## config.mk

```make
export PLATFORM = sky130hd
export DESIGN_NAME = machine_d
export DESIGN_NICKNAME = d
export VERILOG_FILES = /design/src/rtl/machine_d_pkg.sv /design/src/rtl/machine_d_d_ff.sv /design/src/rtl/machine_d.sv
export SDC_FILE = /design/constraint.sdc
export NUM_CORES = 1
export LEC_CHECK = 0
export CORE_AREA = 10 10 47 49
export DETAILED_ROUTE_END_ITERATION = 12
export DIE_AREA = 0 0 57 59
export PLACE_DENSITY = 0.41
export SYNTH_ARGS = -nofsm -noshare
export SYNTH_HDL_FRONTEND = slang
export SYNTH_SLANG_ARGS = --single-unit
```

## constraint.sdc

```tcl
create_clock -name CLK -period 2.1 [get_ports CLK]
set_clock_uncertainty 0.1 [all_clocks]
set_input_delay 0.42 -clock CLK [delete_from_list [all_inputs] [get_ports CLK]]
set_output_delay 0.42 -clock CLK [all_outputs]
set_load 0.005 [all_outputs]
```

## src/rtl/machine_d_pkg.sv

```systemverilog
// Shared constants for the machine_d 3-bit up/down counter.
package machine_d_pkg;

  localparam int unsigned W = 3;

  // Counter end points; the wrap flag fires on these.
  localparam logic [W-1:0] ST_ZERO = 3'b000;
  localparam logic [W-1:0] ST_MAX  = 3'b111;

  // Direction encoding carried on input x.
  localparam logic DIR_UP   = 1'b0;
  localparam logic DIR_DOWN = 1'b1;

endpackage : machine_d_pkg

```

## src/rtl/machine_d_d_ff.sv

```systemverilog
// d_ff: 1-bit rising-edge D flip-flop with no reset of its own.
// Any reset is folded into the D input by the instantiating logic.
// Ports:
//   clk_i : clock
//   d_i   : data in, captured on the rising edge
//   q_o   : registered data out
module d_ff (
  input  logic clk_i,
  input  logic d_i,
  output logic q_o
);

  always_ff @(posedge clk_i) begin
    q_o <= d_i;
  end

endmodule : d_ff

```

## src/rtl/machine_d.sv

```systemverilog
// machine_d: 3-bit synchronous up/down counter built from three D flip-flops.
// Ports:
//   CLK   : clock, state changes on its rising edge
//   RESET : synchronous active-low reset (forces S to 000 at the edge)
//   x     : direction, 0 = count up, 1 = count down
//   F     : terminal-count flag, high in the cycle before a wrap (Mealy on x)
//   S     : current counter value, straight from the flip-flops
module machine_d
  import machine_d_pkg::*;
(
  input  logic         CLK,
  input  logic         RESET,
  input  logic         x,
  output logic         F,
  output logic [W-1:0] S
);

  logic [W-1:0] d_raw;
  logic [W-1:0] d_gated;
  logic         borrow_c;
  logic         carry_c;

  // Bit 2 toggles when the lower bits are about to wrap in the current direction.
  assign borrow_c = ~S[1] & ~S[0];
  assign carry_c  =  S[1] &  S[0];

  // Per-bit next-state equations.
  assign d_raw[0] = ~S[0];
  assign d_raw[1] = S[1] ^ (S[0] ^ x);
  assign d_raw[2] = S[2] ^ (x ? borrow_c : carry_c);

  // Synchronous reset: forcing every D to 0 also blocks any X on x from reaching S.
  assign d_gated = d_raw & {W{RESET}};

  // Wrap-imminent flag follows x combinationally.
  assign F = ((x == DIR_UP)   && (S == ST_MAX)) ||
             ((x == DIR_DOWN) && (S == ST_ZERO));

  d_ff u_ff0 (.clk_i(CLK), .d_i(d_gated[0]), .q_o(S[0]));
  d_ff u_ff1 (.clk_i(CLK), .d_i(d_gated[1]), .q_o(S[1]));
  d_ff u_ff2 (.clk_i(CLK), .d_i(d_gated[2]), .q_o(S[2]));

endmodule : machine_d

```

==> Word-level counts from Yosys, hierarchy flattened <==
Cells that the tools add are included.
{ "word_totals": {"elab_cells": 18, "output_inout_bits": 4, "inputBits": 3, "regBits": 3} }
{ "classes": {"bitwise": 9, "eq_ne": 1, "mux": 1, "n_reduce_logical": 4} }
{ "ops": {"columns": ["op", "count"], "rows": [
  ["$and A3 B3 Y3", 1],
  ["$eq A3 B3 Y1 const B", 1],
  ["$logic_not A3 Y1", 1],
  ["$not A1 Y1", 3],
  ["$xor A1 B1 Y1", 3],
  ["$and A1 B1 Y1", 2],
  ["$logic_and A1 B1 Y1", 2],
  ["$logic_or A1 B1 Y1", 1],
  ["$mux W1", 1]
]} }

==> Depth between registers and ports, before layout <==
Gate-level depths: netlist of the first run.
{ "logic_depth": {"word_depth": 5, "mapped_depth": 3, "mapped_depth_nobuf": 3} }

==> Cells and area by module <==
From an unflattened synthesis of the first run, not the netlist that was laid out.
{ "hier_totals": {"cells_unflattened": 15, "area_unflattened_um2": 161.4} }
{ "modules_own_cells": {"columns": ["mod", "cells_each", "seq_area_each_um2", "area_each_um2", "instances"], "rows": [
  ["machine_d", 12, 0.0, 101.3, 1],
  ["d_ff", 1, 20.0, 20.0, 3]
]} }

==> Worst setup path after synthesis of the first run <==
OpenSTA, ideal clock, no wires.
{ "synth_timing": {"path_type": "flip-flop to output port", "startpoint": "register u_ff0.q_o", "endpoint": "output F", "setup_slack_ns": 0.932, "arrival_time_ns": 0.648, "t_required_ns": 1.580, "path_stages_with_launch": 4, "path_cell_list": "dfxtp_1 > nor2_1 > nand3b_1 > nand2_1"} }
{ "synth_via": {"elab_chain_cells": 3, "word_cells_on_any_way": 5, "classes_between": "1 x eq/ne; 4 x reduce/logical"} }
{ "synth_rtl": {"columns": ["element", "line", "rtl"], "rows": [
  ["start: declaration", "machine_d_d_ff.sv:10", "output logic q_o"],
  ["start signal: assignment", "machine_d_d_ff.sv:14", "q_o <= d_i;"],
  ["$eq A3 B3 Y1 or $logic_not A3 Y1 (tied branches)", "machine_d.sv:36, machine_d.sv:37", null],
  ["$logic_and A1 B1 Y1 (on tied branches)", "machine_d.sv:36, machine_d.sv:37", null],
  ["$logic_or A1 B1 Y1 (*)", "machine_d.sv:36", "assign F = ((x == DIR_UP) && (S == ST_MAX)) ||"],
  ["end: declaration", "machine_d.sv:14", "output logic F,"]
]} }
Every way passes the cells marked *; elsewhere a longest branch is shown, timed or not.

==> Worst setup path in the final report of the first run <==
{ "layout_timing": {"startpoint": "input x", "endpoint": "output F"} }
{ "layout_via": {"elab_chain_cells": 3, "word_cells_on_any_way": 4, "classes_between": "1 x bitwise; 3 x reduce/logical"} }
{ "layout_rtl": {"columns": ["element", "line", "rtl"], "rows": [
  ["start: declaration", "machine_d.sv:13", "input logic x,"],
  ["$not A1 Y1", "machine_d.sv:36", null],
  ["$logic_and A1 B1 Y1", "machine_d.sv:36", null],
  ["$logic_or A1 B1 Y1 (*)", "machine_d.sv:36", null]
]} }
Marks and branches as above.

==> out/metrics.csv, run 1 <==
metric,value,unit
hpwl dp,292.4,um
IO Port Bufs,6,
vias in the first global route,136,
CP Buf/Inv Count,2,
Final Setup Violations,0,
R2R Setup Slk,1.07,ns
Slew headroom,86.62,%
Switch Pwr,55.22,uW
register bit count reported by yosys,3,
Post-CTS Repair Setup Buffers,0,
Core Footprint,1401,um^2
reg2reg start,u_ff0.q_o,
RSZ-0062 raised after global routing,no,
DR WL/cell,8.744,um
Final period util,89.16,%
DRT Pass-1 Iters,1,
area grow syn2layout,51.43,%
Clock Tree Buf Depth,2,
Compound-Gate Fraction of Synth Area,5.000,%
row count,14,
leakage,0.0001125,uW
share of the synthesized area in the top cell type,34.29,%
Hold Fails Final Rpt,0,
"Largest stage delay, worst path",0.44,ns
Period minus WS final,1.872,ns
CTS tree,built,
critical-path maximum fanout,3,
clk_lat worst skew,0.23,ns
Post-Syn Area,175.2,um^2
min-delay src,u_ff2.q_o,
worst path cell trace,clkdlybuf4s50_1 -> nand4b_1 -> nand2_1 -> dlygate4sd2_1,
Avg Synthesized Cell Area,9.219,um^2
syn_nets,22,
Clk pwr share,43.4,%
Die Area,3363,um^2
HP Class,flop to flop,
nets@finish,31,
H-Tree Depth,1,
Die Y,59,um
fin. max-slew vios,0,
Starting Density,12.50,%
die width,57,um
"delay-heaviest family, CP",buffers and inverters,
design area,265.3,um^2
Initial DRC Count,0,
maxcap violations,0,
number of gates resized after CTS,1,
FF-to-FF path depth,3,
Sequential Power Share,33.3,%
Avg Vias per Cell,3.256,
largest area contributor in the netlist,dfxtp_1,
Setup crit start kind,primary input,
Fin Hold WS,0.4026,ns
I/O pin count,7,
Pwr per Cell Area,854.9,nW/um^2
Total Power,226.8,uW
Crit Path Class,primary input to output pin,
Max Clock Freq,534.1,MHz
WL final,376,um
# fillers,167,
Total Routing Usage GR,2.585,%
Clock Sinks,3,
Comb power frac,23.3,%
Clock transition at path regs,0.04,ns
Critical Path End Type,output pin,
Placed Area,240.2,um^2
Antenna Cells,0,
Net Sw Frac,24.35,%
CTS root buf,clkbuf_4,
share of cells above drive strength 1,18.52,%
first-pass GRT wire length,586,um
"Distinct cells, synth",13,
Post-Synthesis Cells,19,
YS warnings,0,
Slew @ Worst Pin,0.2004,ns
status,"finished, final reports clean",
XOR/XNOR Fraction of Synth Area,10.00,%
mux contribution to synthesized area,5.714,%
Simple-Gate Fraction of Synth Area,32.14,%
Placer Congestion,0.5810,
cts hold-fix bufs,0,
CP max stage cell,clkdlybuf4s50_1,
data required time at the worst endpoint,1.58,ns
Worst Hold Endpoint,u_ff2.q_o,
Worst Hold Depth,2,
adder-cell area share of the yosys netlist,0,%
initial antenna violation count,0,
largest family of logic cells by synthesized area,simple AND/OR/NAND/NOR gates,
sequential area share after synthesis,34.29,%
VDD IR max,0.2758,mV
synth top area cells,"dfxtp_1 (34%), buf_4 (13%), xnor2_1 (10%), mux2i_1 (5.7%), a21oi_2 (5.0%)",
clock buffer count from CTS,3,
Residual DRC,0,
post-route ant nets,0,
Pint,171.5,uW
largest net degree at the start of global routing,7,
Critical R2R Capture,u_ff2.q_o,
Worst Path Arrival,1.35,ns
total grt overflow,0,
DR vias,140,
[metrics by stage]
stage | util, % | std cells | setup slack, ns | TNS, ns
6_report | 18.93 | 43 | 0.2276 | 0
5_1_grt | 18.93 | 43 | 0.1552 | 0
4_1_cts | 18.93 | 43 | 0.2127 | 0
3_5_place_dp | 17.14 | 39 | -0.04962 | -0.04962
3_3_place_gp | 17.14 | 39 | -0.02683 | -0.02683
2_1_floorplan | - | 19 | 0.9319 | 0
[sequential cells by signal, summed over array words and instances, names as in the netlist]
signal / cells
u_ff2.q_o: 1
u_ff0.q_o: 1
u_ff1.q_o: 1
[synthesized netlist by cell type]
cell / instances
or2b_1: 1
nor2b_1: 1
mux2i_1: 1
xnor2_1: 2
and2_1: 1
nand4b_1: 1
nand3b_1: 1
and3b_1: 1
nand2_1: 2
buf_4: 3
nor2_1: 1
a21oi_2: 1
dfxtp_1: 3
[worst min-delay path, stage by stage, from the launching register on]
cell     delay (ns)
dfxtp_1        0.33
nand2_1        0.06
mux2i_1        0.06
[cell families (layout without fill, tap and decap cells)]
logic type	Yosys count	count (layout)
xor gates and xnor gates	2	2
muxes	1	1
buffers and inverters	3	11
AOI/OAI and AO/OA	1	1
DFF	3	3
and+or+nand+nor	9	9
[worst max-delay path by stage]
stage	start	cells past startpoint	slack, ns	to
6_report	x	4	0.23	F
3_5_place_dp	x	4	-0.05	F
4_1_cts	x	4	0.21	F
5_1_grt	x	4	0.16	F
3_3_place_gp	x	4	-0.03	F
2_1_floorplan	u_ff0.q_o	3	0.93	F
[per-layer routing]
metal	GRT usage, %	vias up	routed length (um)
li1	-	76	-
met1	2.356	58	176
met2	2.326	4	153
met3	2.790	2	34
met4	4.027	0	12
met5	0	-	0
[layout make-up]
cell class	count	area (um^2)	area share, %
multi-input combinational	13	92.59	34.91
sequential	3	60.06	22.64
timing repair buffer	7	66.31	25.00
clock buffer	4	26.28	9.906
tap	16	20.02	7.547
[layout by cell type, fill, tap and decap left out]
master / instances
a21oi_2: 1
and2_1: 1
and3b_1: 1
buf_4: 1
clkbuf_1: 1
clkbuf_4: 3
clkdlybuf4s50_1: 5
dfxtp_1: 3
dlygate4sd2_1: 1
mux2i_1: 1
nand2_1: 2
nand3b_1: 1
nand4b_1: 1
nor2_1: 1
nor2b_1: 1
or2b_1: 1
xnor2_1: 2
[power groups by stage]
stage	logic (uW)	clock network, uW	registers, uW
after floorplan	36.5	0	73.6
after global placement	55.5	0	75.7
after detailed placement	55.7	0	76.6
after CTS	54.2	104	75.7
after global routing	57.0	114	77.0
final	52.9	98.4	75.4
Power figures use the tool's default switching activity.
==> run 2: changes to the inputs <==
- MAX_ROUTING_LAYER: default -> met4
==> results of run 2 <==
Final layout, timing and power as in run 1 (identical DEF).
Among the figures that moved: final weighted congestion in routability-driven placement 0.5810 -> 0.5841; overall routing resource usage 2.585% -> 2.657%
==> run 3: changes to the inputs <==
- CTS_CLUSTER_DIAMETER: default -> 200
==> results of run 3 <==
Final layout, timing and power as in run 1 (identical DEF).
Among the figures that moved: final weighted congestion in routability-driven placement 0.5810 -> 0.5841; overall routing resource usage 2.585% -> 2.657%
